$ cat src/rtl/abs_pkg.sv
// Shared channel state encoding and default timing constants for the ABS valve driver.
package abs_pkg;

  typedef enum logic [1:0] {
    CH_OFF  = 2'b00,
    CH_PEAK = 2'b01,
    CH_HOLD = 2'b10
  } ch_state_e;

  localparam int PEAK_CYCLES_DEF = 8;
  localparam int PWM_PERIOD_DEF  = 16;
  localparam int HOLD_DUTY_DEF   = 6;
  localparam int MIN_DWELL_DEF   = 4;
  localparam int PUMP_MIN_ON_DEF = 32;

endpackage

$ cat src/rtl/abs_solenoid_ph.sv
// One peak-and-hold solenoid channel: full-on burst at energisation, then PWM hold.
module abs_solenoid_ph
  import abs_pkg::*;
#(
  parameter int PEAK_CYCLES = PEAK_CYCLES_DEF,
  parameter int PWM_PERIOD  = PWM_PERIOD_DEF,
  parameter int HOLD_DUTY   = HOLD_DUTY_DEF
) (
  input  logic clk,
  input  logic reset,
  input  logic cmd_i,
  input  logic force_off_i,
  output logic drive_o
);

  localparam int CNT_MAX = (PEAK_CYCLES > PWM_PERIOD) ? PEAK_CYCLES : PWM_PERIOD;
  localparam int CW      = $clog2(CNT_MAX + 1);
  localparam logic [CW-1:0] PEAK_LAST = CW'(PEAK_CYCLES - 1);
  localparam logic [CW-1:0] PWM_LAST  = CW'(PWM_PERIOD - 1);
  localparam logic [CW-1:0] DUTY_V    = CW'(HOLD_DUTY);

  ch_state_e     state_q, state_d;
  logic [CW-1:0] cnt_q, cnt_d;
  logic          drive_q, drive_d;

  // Channel state register; drive is registered from the next state.
  always_ff @(posedge clk) begin
    if (reset) begin
      state_q <= CH_OFF;
      cnt_q   <= '0;
      drive_q <= 1'b0;
    end else begin
      state_q <= state_d;
      cnt_q   <= cnt_d;
      drive_q <= drive_d;
    end
  end

  // Next-state and drive decode; cnt counts peak cycles, then PWM phase.
  always_comb begin
    state_d = state_q;
    cnt_d   = cnt_q;
    drive_d = 1'b0;
    if (force_off_i) begin
      state_d = CH_OFF;
      cnt_d   = '0;
    end else begin
      case (state_q)
        CH_OFF: begin
          cnt_d = '0;
          if (cmd_i) begin
            state_d = CH_PEAK;
            drive_d = 1'b1;
          end else begin
            state_d = CH_OFF;
          end
        end
        CH_PEAK: begin
          if (!cmd_i) begin
            state_d = CH_OFF;
            cnt_d   = '0;
          end else if (cnt_q == PEAK_LAST) begin
            state_d = CH_HOLD;
            cnt_d   = '0;
            drive_d = 1'b1;
          end else begin
            cnt_d   = cnt_q + CW'(1);
            drive_d = 1'b1;
          end
        end
        CH_HOLD: begin
          if (!cmd_i) begin
            state_d = CH_OFF;
            cnt_d   = '0;
          end else begin
            if (cnt_q == PWM_LAST) begin
              cnt_d = '0;
            end else begin
              cnt_d = cnt_q + CW'(1);
            end
            drive_d = (cnt_d < DUTY_V);
          end
        end
        default: begin
          state_d = CH_OFF;
          cnt_d   = '0;
        end
      endcase
    end
  end

  assign drive_o = drive_q;

endmodule

$ cat src/rtl/abs_valve_driver.sv
// ABS valve/pump driver: registers controller commands, enforces dwell and pump
// minimum-on timing, and drives two peak-and-hold solenoid channels.
module abs_valve_driver
  import abs_pkg::*;
#(
  parameter int PEAK_CYCLES = PEAK_CYCLES_DEF,
  parameter int PWM_PERIOD  = PWM_PERIOD_DEF,
  parameter int HOLD_DUTY   = HOLD_DUTY_DEF,
  parameter int MIN_DWELL   = MIN_DWELL_DEF,
  parameter int PUMP_MIN_ON = PUMP_MIN_ON_DEF
) (
  input  logic       clk,
  input  logic       reset,
  input  logic       Vrc1,
  input  logic       Vrc2,
  input  logic       recovery_pump,
  input  logic       engine_status,
  output logic       inlet_drive,
  output logic       outlet_drive,
  output logic       pump_motor,
  output logic [1:0] valve_state,
  output logic       cmd_fault
);

  localparam int DW = $clog2(MIN_DWELL + 1);
  localparam int PW = $clog2(PUMP_MIN_ON + 1);
  localparam logic [DW-1:0] DWELL_LOAD = DW'(MIN_DWELL - 1);
  localparam logic [PW-1:0] PUMP_LOAD  = PW'(PUMP_MIN_ON - 1);

  logic [1:0]    cmd_s1_q;
  logic          pump_s1_q, eng_s1_q;
  logic [1:0]    valve_q, valve_d;
  logic [DW-1:0] dwell_q, dwell_d;
  logic [PW-1:0] pump_cnt_q, pump_cnt_d;
  logic          pump_q, pump_d, fault_q, fault_d;
  logic [1:0]    cmd_m;
  logic          accept;

  // Stage-1 input capture and accepted-command/pump state registers.
  always_ff @(posedge clk) begin
    if (reset) begin
      cmd_s1_q   <= 2'b00;
      pump_s1_q  <= 1'b0;
      eng_s1_q   <= 1'b0;
      valve_q    <= 2'b00;
      dwell_q    <= '0;
      pump_cnt_q <= '0;
      pump_q     <= 1'b0;
      fault_q    <= 1'b0;
    end else begin
      cmd_s1_q   <= {Vrc2, Vrc1};
      pump_s1_q  <= recovery_pump;
      eng_s1_q   <= engine_status;
      valve_q    <= valve_d;
      dwell_q    <= dwell_d;
      pump_cnt_q <= pump_cnt_d;
      pump_q     <= pump_d;
      fault_q    <= fault_d;
    end
  end

  // Outlet-open without inlet-close is illegal and is promoted to both valves.
  assign cmd_m  = (cmd_s1_q == 2'b10) ? 2'b11 : cmd_s1_q;
  assign accept = eng_s1_q && (cmd_m != valve_q) && (dwell_q == '0);

  // Command acceptance, dwell timer and pump minimum-on timer; engine-off wins.
  always_comb begin
    valve_d    = valve_q;
    dwell_d    = dwell_q;
    pump_d     = pump_q;
    pump_cnt_d = pump_cnt_q;
    fault_d    = fault_q | (accept && (cmd_s1_q == 2'b10));
    if (!eng_s1_q) begin
      valve_d    = 2'b00;
      dwell_d    = '0;
      pump_d     = 1'b0;
      pump_cnt_d = '0;
    end else begin
      if (accept) begin
        valve_d = cmd_m;
        dwell_d = DWELL_LOAD;
      end else if (dwell_q != '0) begin
        dwell_d = dwell_q - DW'(1);
      end else begin
        dwell_d = dwell_q;
      end
      if (!pump_q) begin
        if (pump_s1_q) begin
          pump_d     = 1'b1;
          pump_cnt_d = PUMP_LOAD;
        end else begin
          pump_d = 1'b0;
        end
      end else if (pump_cnt_q != '0) begin
        pump_d     = 1'b1;
        pump_cnt_d = pump_cnt_q - PW'(1);
      end else begin
        pump_d = pump_s1_q;
      end
    end
  end

  abs_solenoid_ph #(
    .PEAK_CYCLES(PEAK_CYCLES), .PWM_PERIOD(PWM_PERIOD), .HOLD_DUTY(HOLD_DUTY)
  ) u_inlet (
    .clk(clk), .reset(reset), .cmd_i(valve_q[0]), .force_off_i(~eng_s1_q),
    .drive_o(inlet_drive)
  );

  abs_solenoid_ph #(
    .PEAK_CYCLES(PEAK_CYCLES), .PWM_PERIOD(PWM_PERIOD), .HOLD_DUTY(HOLD_DUTY)
  ) u_outlet (
    .clk(clk), .reset(reset), .cmd_i(valve_q[1]), .force_off_i(~eng_s1_q),
    .drive_o(outlet_drive)
  );

  assign pump_motor  = pump_q;
  assign valve_state = valve_q;
  assign cmd_fault   = fault_q;

endmodule
$ cat config.mk
export PLATFORM = sky130hd
export DESIGN_NAME = abs_valve_driver
export DESIGN_NICKNAME = d
export VERILOG_FILES = /design/src/rtl/abs_pkg.sv /design/src/rtl/abs_solenoid_ph.sv /design/src/rtl/abs_valve_driver.sv
export SDC_FILE = /design/constraint.sdc
export NUM_CORES = 1
export LEC_CHECK = 0
export CAP_MARGIN = 10
export CORE_MARGIN = 4
export CORE_UTILIZATION = 62
export DETAILED_ROUTE_END_ITERATION = 8
export PLACE_DENSITY = 0.83
export REMOVE_ABC_BUFFERS = 1
export SYNTH_ARGS = -nofsm -noshare
export SYNTH_HDL_FRONTEND = slang
export SYNTH_HIERARCHICAL = 1
export SYNTH_SLANG_ARGS = --single-unit
$ cat constraint.sdc
create_clock -name clk -period 2.63 [get_ports clk]
set_input_delay 0.526 -clock clk [delete_from_list [all_inputs] [get_ports clk]]
set_output_delay 0.526 -clock clk [all_outputs]
set_load 0.005 [all_outputs]
==> results.ini, run 1 <==
[logic_synthesis]
ys_ff_latch = 33
yosysWarnings = 6
syn_area_um2 = 1690
yosys-top-cells-area = dfxtp_1 39%, ha_1 13%, inv_1 4.4%, a21oi_1 4.1%, nor3_1 3.8%
synth_top_area_cell = dfxtp_1
yosysTopAreaCellShare_pct = 39.0
seq_area_frac_synth_pct = 39.0
netlist_instances = 188
ys_types = 35
syn_area_per_cell_um2 = 9.01

[timing]
tns_ps = 0
period_share_pct = 77.2
setup_viol = 0
maxSlewHeadroom_pct = 64.4
fmax_mhz = 492
whs_ps = 467
fin_ws_ps = 599
period_needed_ps = 2030
finalMaxSlewViolations = 0
grt_setup_unrepaired = false
final-hold-violation-count = 0
tightest_slew_ps = 527
fin_skew_ps = 11.9

[clock_network]
cts.hold.buffers_added = 0
cts_buffer_depth = 2
clock_latency_ps = 330
clkTransAtPathRegs_ps = 100
cts_tree = built
cts_resized = 0
htreeDepth = 2
post_cts_buffers = 0
cts_buffers = 5
cts-root-buf = clkbuf_4
clock-sinks = 33

[global_routing]
antenna_found_initial = 0
grt_pass1_wl_um = 5500
grt_max_degree = 14
grtUsageTotal_pct = 20.5
overflow = 0
grt_pass1_vias = 1280

[worst_setup_path]
r2r_start = pump_cnt_q[2]$_SDFFE_PP0P_
r2r-end = pump_cnt_q[5]$_SDFFE_PP0P_
r2r_slack_ps = 840
critPathMaxStageDelay_ps = 590
crit_chain = clkdlybuf4s50_1
critPathKind = flop to primary output
slowest_stage = dfxtp_1
cp.required_ps = 2100
worstRegToRegCells = 4
cp-end-kind = primary output
arrival_ps = 1500
critPathTopFamily = flip-flops
crit_path_start_kind = flop
critPathBufInv = 1
crit_path_max_fanout = 11

[layout]
final_layout_size_suffix_gt1_share_pct = 6.80
final_nets = 229
final_common_cell = dfxtp_1
syn2layout_area_growth_pct = 10.9
final_cell_mix = 33 x dfxtp_1, 20 x inv_1, 18 x ha_1
antenna_cells = 0

[power]
peakVddDrop_mv = 0.367
power_w = 0.000832
p_comb_share_pct = 5.6
cellLeakagePower_nw = 0.793
cellInternalPower_w = 0.000632
seq_power_share_pct = 61.9
p_clk_share_pct = 32.5
p_sw_w = 0.000200
sw_frac_of_total_pct = 24.1
p_per_area_nw_per_um2 = 443

[hold_path]
hp-start = u_inlet/cnt_q[0]$_SDFF_PP0_
hold_class = flop to flop
holdPathStages = 1
holdPathEnd = u_inlet/cnt_q[0]$_SDFF_PP0_

[floorplan]
die_x_um = 60.3
start_util_pct = 66.6
design.die.area_um2 = 3630
core_um2 = 2540
num_rows = 18
fp.dieH_um = 60.3
io_pins = 12

[place]
finalWeightedCongestion = 0.866
post-dp-hpwl_um = 2410
portBuffers = 11
pre_cts_ws_ps = 807

[routing]
route.detailed.wl_per_inst_um = 13.4
vias = 1342
drc = 0
viasPerCell = 5.69
drt_iter0_drc = 72
routed_wl_um = 3170
dr.pass1.iters = 5
postRouteAntennaNets = 0

[flow_run]
drv_cap = 0

[status]
status = complete, no violations

worst max path at each step:
stage | from | endpoint | slack, ps | cells after the start
6_report | valve_state[0]$_SDFFE_PP0P_ | valve_state[0] | 600 | 1
5_1_grt | valve_state[0]$_SDFFE_PP0P_ | valve_state[0] | 530 | 1
4_1_cts | valve_state[0]$_SDFFE_PP0P_ | valve_state[0] | 600 | 1
3_5_place_dp | reset | dwell_q[1]$_SDFFE_PP0P_ | 810 | 5
3_3_place_gp | reset | dwell_q[1]$_SDFFE_PP0P_ | 870 | 5
2_1_floorplan | pump_cnt_q[2]$_SDFFE_PP0P_ | pump_cnt_q[5]$_SDFFE_PP0P_ | 940 | 4
flip-flops by register name (all words and copies together) (netlist names), 2 cells and up:
| name | flops |
|---|---|
| u_inlet/cnt_q | 5 |
| valve_state | 2 |
| u_inlet/state_q | 2 |
| u_outlet/cnt_q | 5 |
| dwell_q | 3 |
| pump_cnt_q | 6 |
| cmd_s1_q | 2 |
| u_outlet/state_q | 2 |
cells by family (layout without fill, tap and decap cells):
| group | Yosys count | in the layout | share of synthesized area, % |
|---|---|---|---|
| flip-flops | 33 | 33 | 39.0 |
| adder cells (fa/ha/maj) | 18 | 18 | 13.3 |
| multiplexers | 3 | 3 | 1.77 |
| buffers and inverters | 21 | 39 | 5.24 |
| AND/OR/NAND/NOR | 71 | 71 | 22.5 |
| AO/OA/AOI/OAI | 37 | 37 | 15.7 |
| XOR/XNOR | 5 | 5 | 2.58 |
metal layers:
| metal | GRT usage [%] | wire length, µm | up-vias |
|---|---|---|---|
| met5 | 0 | 0 | - |
| met4 | 6.65 | 47 | 0 |
| met3 | 6.48 | 126 | 6 |
| met2 | 33.5 | 1530 | 25 |
| met1 | 25.4 | 1470 | 628 |
| li1 | - | - | 683 |
Yosys cell counts:
master and n:
a21bo_2 1, a21boi_1 2, a21oi_1 14, a21oi_2 1, a22oi_1 2, a311oi_1 1, and2_1 4, and3_1 2
clkbuf_8 1, dfxtp_1 33, ha_1 18, inv_1 20, mux2i_1 3, nand2_1 14, nand2b_1 2, nand2b_2 1
nand2b_4 1, nand3_1 6, nand3b_1 2, nand4b_1 1, nor2_1 12, nor2b_1 7, nor3_1 13, nor4b_1 1
o211a_1 2, o211ai_1 2, o21a_1 1, o21ai_0 6, o21ai_1 1, o311a_1 1, o311a_4 2, o31ai_1 1
or3_1 4, or4b_4 1, xor2_1 5
layout make-up:
type,count,area (µm²)
fillers,206,666
repair buffers,11,110
well taps,30,37.5
multi-input cells,134,945
clock buffers,6,41.3
clock inverters,2,10.0
flip-flops and latches,33,661
inverters,20,75.1
power groups by stage:
stage | clock network (W) | registers, W | logic [W]
floorplan | 0 | 0.000524 | 0.0000277
global placement | 0 | 0.000526 | 0.0000435
detailed placement | 0 | 0.000527 | 0.0000461
CTS | 0.000275 | 0.000515 | 0.0000464
global route | 0.000303 | 0.000517 | 0.0000515
finish | 0.000270 | 0.000515 | 0.0000465
per-stage QoR:
step | instances | area [µm²] | utilization (%)
after global placement | 228 | 1830 | 71.8
after CTS | 236 | 1880 | 73.8
after global routing | 236 | 1880 | 73.8
final | 236 | 1880 | 73.8
after detailed placement | 228 | 1830 | 71.8
after floorplan | 187 | 1680 | -
(Power assumes the default switching activity.)
==> run 2: changes to the inputs <==
- CORE_UTILIZATION: 62 -> 52
- PLACE_DENSITY: 0.83 -> 0.75
- clock period: 2.63 -> 1.7 ns (I/O delays scaled with it)
==> run 2 against run 1 <==
- largest cell class unchanged
- combinational power is 82% higher
- highest routed layer unchanged
- worst setup slack worse by 630 ps
- non-clock buffer count is 6 higher
- the flow now finishes with violations (negative setup slack)
==> results.ini, run 2 (synthesis gave the netlist of run 1 again) <==
[global_routing]
grtUsageTotal_pct = 17.5
grt_pass1_wl_um = 5710
overflow = 0
grt_pass1_vias = 1332
antenna_found_initial = 0
grt_max_degree = 14

[routing]
postRouteAntennaNets = 0
drc = 0
vias = 1345
viasPerCell = 5.27
route.detailed.wl_per_inst_um = 13.2
routed_wl_um = 3360
drt_iter0_drc = 65
dr.pass1.iters = 4

[place]
portBuffers = 11
placed_cell_area_um2 = 1890
finalWeightedCongestion = 0.855
dp.cells = 248
post-dp-hpwl_um = 2500

[worst_setup_path]
crit_path_start_kind = flop
crit_chain = or4b_4 > or3_4 > or3_4 > a21oi_2
arrival_ps = 2010
crit_path_max_fanout = 3
critPathBufInv = 0
cp.required_ps = 1970
cp-end-kind = flop
startpoint = pump_cnt_q[2]$_SDFFE_PP0P_
r2r_start = pump_cnt_q[2]$_SDFFE_PP0P_
r2r_slack_ps = -30
slowest_stage = or4b_4
cpMostUsedCell = or3_4
critPathKind = flop to flop
critPathMaxStageDelay_ps = 540
critPathTopFamily = simple AND/OR/NAND/NOR gates

[hold_path]
hold_class = flop to flop
hp-start = cmd_fault$_SDFF_PP0_

[floorplan]
num_rows = 20
start_util_pct = 55.0
design.die.area_um2 = 4240
core_um2 = 3080
io_pins = 12
fp.dieH_um = 65.1
die_x_um = 65.1

[clock_network]
cts_buffer_depth = 2
clock-sinks = 33
post_cts_buffers = 0
cts.hold.buffers_added = 0
clkTransAtPathRegs_ps = 100
htreeDepth = 2
clock_latency_ps = 330
cts-root-buf = clkbuf_4
cts_tree = built
cts_buffers = 5

[timing]
grt_setup_unrepaired = true
final-hold-violation-count = 0
tightest_slew_ps = 332
finalMaxSlewViolations = 0
period_share_pct = 102
fin_ws_ps = -34.6
tns_ps = -34.6
fmax_mhz = 576
setup_viol = 1
fin_skew_ps = 6.22
period_needed_ps = 1730
maxSlewHeadroom_pct = 77.8

[layout]
largest_register = pump_cnt_q
final_cells = 255
final_cell_mix = 31 x dfxtp_1, 20 x inv_1, 18 x ha_1
syn2layout_area_growth_pct = 16.5
final_common_cell = dfxtp_1
largest_reg_flops = 6
final_layout_size_suffix_gt1_share_pct = 11.4
final_nets = 235
fillers = 256
final_area_um2 = 1970
antenna_cells = 0
reg.largest.list = pump_cnt_q (6), u_inlet/cnt_q (5), u_outlet/cnt_q (5)

[power]
cellLeakagePower_nw = 0.843
peakVddDrop_mv = 0.438
power_w = 0.00133
p_per_area_nw_per_um2 = 672

[status]
violations = negative setup slack
status = complete, but fails checks

[flow_run]
drv_cap = 0

-- run 2: cell types whose count changed in the layout (fill, tap and decap cells not counted), sizes merged --
cell | before | now
clkbuf | 6 | 7
buf | 0 | 6
clkinv | 2 | 0
-- run 2: what timing repair did --
item	CTS	global route
gates resized for setup	1	5
gates cloned	0	0
endpoints found under the setup margin	2	3
-- run 2: final cells by class --
cell class                      count  area [µm²]  area share, %
Clock buffer                        7        55.1           2.79
Inverter                           20        75.1           3.80
Multi-Input combinational cell    134         970           49.1
Sequential cell                    33         663           33.6
Tap cell                           44        55.1           2.79
Timing Repair Buffer               17         155           7.86
-- run 2: metrics by stage --
| stage | setup slack [ps] | utilization [%] | hold slack (ps) |
|---|---|---|---|
| CTS | -18.5 | 63.4 | 465 |
| floorplan | 14.0 | - | 409 |
| detailed placement | -74.8 | 61.4 | 450 |
| global route | -69.7 | 64.1 | 482 |
| finish | -34.6 | 64.1 | 460 |
| global placement | 31.1 | 61.4 | 448 |
-- run 2: tightest hold or removal path, stage by stage (launching register included) --
cell	delay, ps
dfxtp_1	330
inv_1	50
a21oi_1	50
-- run 2: where the power goes --
group	leakage, nW	total [W]	internal, W	switching, W
logic	0.544	0.0000845	0.0000442	0.0000404
clock network	0.0314	0.000446	0.000195	0.000251
registers	0.268	0.000795	0.000784	0.0000110
-- run 2: final timing paths --
check                               endpoint  depth (start not counted)
setup / recovery  pump_cnt_q[5]$_SDFFE_PP0P_                          4
hold / removal          cmd_fault$_SDFF_PP0_                          2
setup reg to reg  pump_cnt_q[5]$_SDFFE_PP0P_                          4
hold reg to reg         cmd_fault$_SDFF_PP0_                          2
-- run 2: layer usage --
metal	part of all wire [%]	GRT usage (%)	vias up
met5	0	0	-
met4	2.2	8.81	0
met3	3.9	4.51	9
met2	49	29.6	29
met1	45	20.4	613
li1	-	-	694
